### config.mk
export PLATFORM = sky130hd
export DESIGN_NAME = uart_rx_fifo_ctrl_flat
export DESIGN_NICKNAME = d
export VERILOG_FILES = /design/src/rtl/uart_rx_fifo_ctrl_if.sv /design/src/rtl/uart_rx_fifo_ctrl.sv /design/src/flat_wrapper.sv
export SDC_FILE = /design/constraint.sdc
export NUM_CORES = 1
export LEC_CHECK = 0
export CAP_MARGIN = 30
export CORE_UTILIZATION = 45
export DETAILED_ROUTE_END_ITERATION = 16
export PLACE_DENSITY = 0.75
export SETUP_SLACK_MARGIN = 0.02
export SLEW_MARGIN = 25
export SYNTH_ARGS = -nofsm -noshare
export SYNTH_HDL_FRONTEND = slang
export SYNTH_SLANG_ARGS = --single-unit
export TNS_END_PERCENT = 50
### constraint.sdc
create_clock -name clk -period 7.35 [get_ports clk]
set_input_delay 1.47 -clock clk [delete_from_list [all_inputs] [get_ports clk]]
set_output_delay 1.47 -clock clk [all_outputs]
set_load 0.02 [all_outputs]
### src/rtl/uart_rx_fifo_ctrl_if.sv
// uart_rx_fifo_ctrl_if: host-side valid/ready byte stream
interface uart_rx_fifo_ctrl_if #(
    parameter int DATA_WIDTH = 8
);
    logic                  valid;
    logic                  ready;
    logic [DATA_WIDTH-1:0] data;

    modport master (output valid, output data, input ready);
    modport slave  (input valid, input data, output ready);
endinterface

### src/rtl/uart_rx_fifo_ctrl.sv
// uart_rx_fifo_ctrl: pushes received bytes into the RX FIFO, drains it to the host stream, raises interrupts
module uart_rx_fifo_ctrl #(
    parameter int DATA_WIDTH  = 8,
    parameter int DEPTH       = 32,
    parameter int LVL_WIDTH   = $clog2(DEPTH) + 1,
    parameter int TIMEOUT_CYC = 64
) (
    input  logic                  clk,
    input  logic                  rstn,
    input  logic                  rx_valid,
    input  logic [DATA_WIDTH-1:0] rx_data,
    output logic                  fifo_wr_en,
    output logic [DATA_WIDTH-1:0] fifo_wr_data,
    output logic                  fifo_rd_en,
    input  logic [DATA_WIDTH-1:0] fifo_rd_data,
    uart_rx_fifo_ctrl_if.master   m,
    input  logic [LVL_WIDTH-1:0]  rx_thresh,
    input  logic                  clr_overrun,
    output logic [LVL_WIDTH-1:0]  level,
    output logic                  overrun,
    output logic                  timeout,
    output logic                  irq
);
    localparam int CW = $clog2(TIMEOUT_CYC + 1);

    typedef enum logic [1:0] {IDLE, FETCH, CAPTURE, HOLD} state_t;

    state_t                state_q, state_d;
    logic                  wr_en_q;
    logic [DATA_WIDTH-1:0] wr_data_q, m_data_q;
    logic [LVL_WIDTH-1:0]  level_q, level_d;
    logic [CW-1:0]         idle_q, idle_d;
    logic                  overrun_q, overrun_d, timeout_q, timeout_d, irq_q, irq_d;
    logic                  full, wr_go, drop, rd_go;

    // Fullness is judged on the registered level: a read in the same cycle cannot make room.
    assign full  = level_q == LVL_WIDTH'(DEPTH);
    assign wr_go = rx_valid && !full;
    assign drop  = rx_valid && full;
    assign rd_go = state_q == FETCH;

    assign fifo_wr_en   = wr_en_q;
    assign fifo_wr_data = wr_data_q;
    assign fifo_rd_en   = rd_go;
    assign m.valid      = state_q == HOLD;
    assign m.data       = m_data_q;
    assign level        = level_q;
    assign overrun      = overrun_q;
    assign timeout      = timeout_q;
    assign irq          = irq_q;

    // Read sequencer: fetch one byte, wait out the FIFO read latency, hold it until the host takes it.
    always_comb begin
        state_d = state_q;
        case (state_q)
            IDLE:    state_d = (level_q != '0) ? FETCH : IDLE;
            FETCH:   state_d = CAPTURE;
            CAPTURE: state_d = HOLD;
            HOLD:    state_d = m.ready ? ((level_q != '0) ? FETCH : IDLE) : HOLD;
            default: state_d = IDLE;
        endcase
    end

    // Occupancy, sticky overrun, idle timer; irq built from next-state values so it tracks them without lag.
    always_comb begin
        level_d   = level_q + LVL_WIDTH'(wr_go) - LVL_WIDTH'(rd_go);
        overrun_d = drop || (overrun_q && !clr_overrun);
        idle_d    = (rx_valid || level_q == '0) ? '0 :
                    (idle_q == CW'(TIMEOUT_CYC)) ? idle_q : idle_q + CW'(1);
        timeout_d = idle_d == CW'(TIMEOUT_CYC) && level_d != '0;
        irq_d     = (rx_thresh != '0 && level_d >= rx_thresh) || timeout_d || overrun_d;
    end

    // FSM state register.
    always_ff @(posedge clk or negedge rstn) begin
        if (!rstn) state_q <= IDLE;
        else       state_q <= state_d;
    end

    // Datapath and status registers.
    always_ff @(posedge clk or negedge rstn) begin
        if (!rstn) begin
            wr_en_q   <= 1'b0;
            wr_data_q <= '0;
            m_data_q  <= '0;
            level_q   <= '0;
            idle_q    <= '0;
            overrun_q <= 1'b0;
            timeout_q <= 1'b0;
            irq_q     <= 1'b0;
        end else begin
            wr_en_q   <= wr_go;
            if (wr_go) wr_data_q <= rx_data;
            if (state_q == CAPTURE) m_data_q <= fifo_rd_data;
            level_q   <= level_d;
            idle_q    <= idle_d;
            overrun_q <= overrun_d;
            timeout_q <= timeout_d;
            irq_q     <= irq_d;
        end
    end
endmodule
### src/flat_wrapper.sv
// flat-port wrapper written by rule: the top's interface ports become plain ports
module uart_rx_fifo_ctrl_flat 
#(
    parameter int DATA_WIDTH  = 8,
    parameter int DEPTH       = 32,
    parameter int LVL_WIDTH   = $clog2(DEPTH) + 1,
    parameter int TIMEOUT_CYC = 64
)
  (clk, rstn, rx_valid, rx_data, fifo_wr_en, fifo_wr_data, fifo_rd_en, fifo_rd_data, rx_thresh, clr_overrun, level, overrun, timeout, irq, m_valid, m_data, m_ready);
  uart_rx_fifo_ctrl_if #(.DATA_WIDTH(DATA_WIDTH)) m_i ();
  input  logic clk;
  input  logic rstn;
  input  logic rx_valid;
  input  logic [DATA_WIDTH-1:0] rx_data;
  output logic fifo_wr_en;
  output logic [DATA_WIDTH-1:0] fifo_wr_data;
  output logic fifo_rd_en;
  input  logic [DATA_WIDTH-1:0] fifo_rd_data;
  input  logic [LVL_WIDTH-1:0] rx_thresh;
  input  logic clr_overrun;
  output logic [LVL_WIDTH-1:0] level;
  output logic overrun;
  output logic timeout;
  output logic irq;
  output wire logic [$bits(m_i.valid)-1:0] m_valid;
  output wire logic [$bits(m_i.data)-1:0] m_data;
  input wire logic [$bits(m_i.ready)-1:0] m_ready;
  assign m_valid = m_i.valid;
  assign m_data = m_i.data;
  assign m_i.ready = m_ready;
  uart_rx_fifo_ctrl #(.DATA_WIDTH(DATA_WIDTH), .DEPTH(DEPTH), .LVL_WIDTH(LVL_WIDTH), .TIMEOUT_CYC(TIMEOUT_CYC)) u_core (.clk(clk), .rstn(rstn), .rx_valid(rx_valid), .rx_data(rx_data), .fifo_wr_en(fifo_wr_en), .fifo_wr_data(fifo_wr_data), .fifo_rd_en(fifo_rd_en), .fifo_rd_data(fifo_rd_data), .m(m_i), .rx_thresh(rx_thresh), .clr_overrun(clr_overrun), .level(level), .overrun(overrun), .timeout(timeout), .irq(irq));
endmodule
==> results.md <==
* Outcome: finished, final reports clean
* Combinational family with the most area after synthesis: simple AND/OR/NAND/NOR gates
* Layout Skew at 5.74 ps
* Maximum vdd ir drop at 341 µV
* Final-report setup violation count at 0
* Power per unit of standard cell area at 437 nW/µm²
* Simple-gate share of the synthesized area at 0.199
* Ys flop type: dfrtp_1
* Post-detailed-route via-to-cell ratio at 5.02
* Critical path startpoint category: input pin
* RD Place Congestion at 0.784
* Net count after synthesis at 235
* Count of cell types in the netlist at 39
* Required time of the critical path at 7520 ps
* Highest clock frequency the design can meet at 0.244 GHz
* Proportion of register bits with asynchronous set or reset after synthesis at 1.00
* PortBufs at 54
* Synthesized area per cell at 10.1 µm²
* Total clock buffers created by CTS at 5
* Post-route DRC violation count at 0
* Sequential cell area fraction in the yosys report at 0.458
* Total number of nets in the final design at 294
* TritonCTS clock tree: yes
* Layout-stage area growth over the synthesis result at 37.2%
* Max Cap Violations at 0
* Relative slew slack at 0.548
* Total iterations of the first detailed-routing run at 4
* Core Region at 4030 µm²
* Cells along the critical path: clkdlybuf4s50_1 > nand2_1 > clkinv_1 > ha_1 > inv_1 > fa_1 > nand2b_1 > a21oi_1 > xnor2_1 > ha_1 > a21oi_1 > o21ai_0 > nand3_1 > nand3b_1
* Post-CTS Setup Bufs at 0
* Cell chosen for the clock root: clkbuf_8
* Max clock buf depth at 2
* Crit path time final at 4100 ps
* Overflow left after global routing at 0
* Antenna Cells at 0
* Hold Crit Class: flop to flop
* GRT Resource Usage Total at 0.193
* Number of filler instances in the final layout at 341
* Fin area at 2620 µm²
* Area after DPL at 2510 µm²
* Number of global-route vias before repair at 1,446
* Antenna violations before repair at 0
* Max-slew violation count at 0
* Number of warning messages in the yosys log at 0
* Nature of the critical path endpoint: flop
* Resized Gates After CTS at 0
* Endpoints failing hold at 0
* Standard cell with the maximum stage delay on the critical path: clkdlybuf4s50_1
* Worst path max stage delay at 520 ps
* Worst slack at placement at 2940 ps
* Synthesized flop and latch total at 35
* Io pins at 55
* Worst setup path category: input pin to flop
* Number of placement rows at 23
* Combinational group share of total power at 0.587
* Number of enable-type register cells in the synthesized netlist at 0
* Transition at the pin with the smallest max-transition slack at 677 ps
* Horizontal die dimension at 67.2 µm
* First-pass GRT wire length at 6370 µm
* Net Sw Power at 0.467 mW
* Depth of the CTS H-tree at 2
* Clk_lat worst skew at 280 ps
* Vias at 1,506
* Floorplan die height at 67.2 µm
* Detailed placement HPWL at 3030 µm
* Clock share of power at 0.149
* Cell area after technology mapping at 1910 µm²
* Post-CTS clock slew at the launch and capture registers of the worst setup and hold paths at 70 ps
* Worst setup margin at 3250 ps
* Number of sinks handled by clock tree synthesis at 35
* Accumulated negative setup slack at 0 ps
* Area share of xor/xnor cells in the synthesized design at 0.0504
* Proportion of synthesized area in mux cells at 0.0472
* Maximum number of pins on one net before global-route repair at 36
* Final Hold Slack at 481 ps
* Relative contribution of sequential cells to total power at 0.263
* Share of the synthesized area in compound gates (AO/OA/AOI/OAI) at 0.0714
* Starting density of the core at 0.474
* Routed length per placed instance at 13.1 µm
* Post-detailed-route count of antenna-violating nets at 0
* Arrival time at the worst endpoint at 4270 ps
* Adder-cell area share of the yosys netlist at 0.122
* Internal power of the cells at 0.678 mW
* Post-route fraction of the period consumed by the critical path at 0.557
* Fraction of power spent switching nets at 0.408
* Unrepaired setup endpoints after global routing: false
* Lkg Pwr at 1.20 nW
* Share of post-route cells with drive strength above 1 at 0.108
* Number of DRC violations after detailed-routing iteration 0 at 102
* Routed Wire Length at 3940 µm
* Maximum fanout count along the critical path at 10
* Post-Syn Instances at 190
* Total Die Area at 4510 µm²
* Total of hold buffers inserted after clock tree synthesis at 0
[path summary, 6_finish.rpt]
| check | depth (start not counted) | to | slack [ps] | start |
|---|---|---|---|---|
| worst min register to register | 2 | u_core.fifo_wr_data[2]$_DFFE_PN0P_ | 480 | u_core.fifo_wr_data[2]$_DFFE_PN0P_ |
| min in group asynchronous | 2 | u_core.m.data[4]$_DFFE_PN0P_ | 1590 | rstn |
| worst max register to register | 16 | u_core.irq$_DFF_PN0_ | 4140 | u_core.level[4]$_DFF_PN0_ |
| max in group asynchronous | 2 | u_core.level[1]$_DFF_PN0_ | 5450 | rstn |
| worst min-delay path | 2 | u_core.fifo_wr_data[2]$_DFFE_PN0P_ | 480 | u_core.fifo_wr_data[2]$_DFFE_PN0P_ |
| worst max-delay path | 14 | u_core.irq$_DFF_PN0_ | 3250 | rx_valid |
[cell families (layout without fill, tap and decap cells)]
kind of cell    after synthesis  after routing
fa+ha+maj                    18             18
compound gates               17             17
buf+inv                      26             86
flops                        35             35
xor+xnor                     11             11
mux                           8              8
simple gates                 75             75
[sequential cells by signal, summed over array words and instances, names as in the netlist]
register	cells
u_core.fifo_wr_data	8
u_core.m.data	8
u_core.idle_q	7
u_core.level	6
u_core.state_q	2
u_core.fifo_wr_en	1
u_core.irq	1
u_core.overrun	1
u_core.timeout	1
[area by class of cell]
type                    instances  area (µm²)  area share
flip-flops and latches         35         876       0.334
repair buffers                 55         548       0.209
clock inverters                 3        43.8      0.0167
inverters                      23        86.3      0.0329
clock buffers                   5        68.8      0.0263
multi-input cells             129         936       0.357
well taps                      50        62.6      0.0239
[power groups by stage]
| stage | clock network, mW | logic (mW) | registers (mW) |
|---|---|---|---|
| floorplan | 0 | 0.394 | 0.357 |
| global placement | 0 | 0.656 | 0.302 |
| detailed placement | 0 | 0.674 | 0.304 |
| CTS | 0.175 | 0.681 | 0.302 |
| global route | 0.187 | 0.739 | 0.311 |
| finish | 0.171 | 0.672 | 0.301 |
[worst max-delay path, delay by kind of cell]
| kind | cells | cell delay, ps |
|---|---|---|
| AOI/OAI and AO/OA | 3 | 380 |
| xor gates and xnor gates | 1 | 200 |
| adders and majority gates | 3 | 900 |
| buffers and inverters | 3 | 800 |
| and+or+nand+nor | 4 | 520 |
[Yosys cell counts (2+ instances only)]
cell	instances	area share
inv_1	22	0.043
nand3b_1	2	0.0079
a21oi_1	5	0.013
a21o_1	2	0.0079
xnor2_1	6	0.028
ha_1	17	0.11
a211oi_2	3	0.020
nand4_1	2	0.0065
nand2_1	29	0.057
nand2b_1	4	0.013
clkbuf_1	2	0.0039
nor3_1	2	0.0052
xor2_1	5	0.023
dfrtp_1	35	0.46
nor2b_1	4	0.013
nor2_1	13	0.026
nand3_1	8	0.021
mux2_2	8	0.047
[per-stage QoR]
stage	power [mW]	std cells	utilization
floorplan	0.751	190	-
CTS	1.16	300	0.651
detailed placement	0.978	292	0.623
global route	1.24	300	0.651
global placement	0.958	292	0.623
finish	1.14	300	0.651
[placed cells by master, fill, tap and decap left out, drive strengths merged, types with 3 or more instances in the layout]
cell type,Yosys,layout
inv,22,22
dfrtp,35,35
ha,17,17
mux2,8,8
xnor2,6,6
nand2,29,29
clkinv,1,3
nor2,13,13
nand3,8,8
a21oi,6,6
a211oi,3,3
xor2,5,5
nand2b,4,4
nor2b,4,4
clkbuf,3,5
clkdlybuf4s50,0,54
[metal layers]
| layer | GRT usage | routed length, µm | share of wire |
|---|---|---|---|
| met1 | 0.239 | 1750 | 0.44 |
| met4 | 0.0878 | 53 | 0.013 |
| met5 | 0 | 0 | 0 |
| met3 | 0.0372 | 117 | 0.030 |
| met2 | 0.323 | 2020 | 0.51 |
Note: power is estimated with default switching activity, not from simulation.
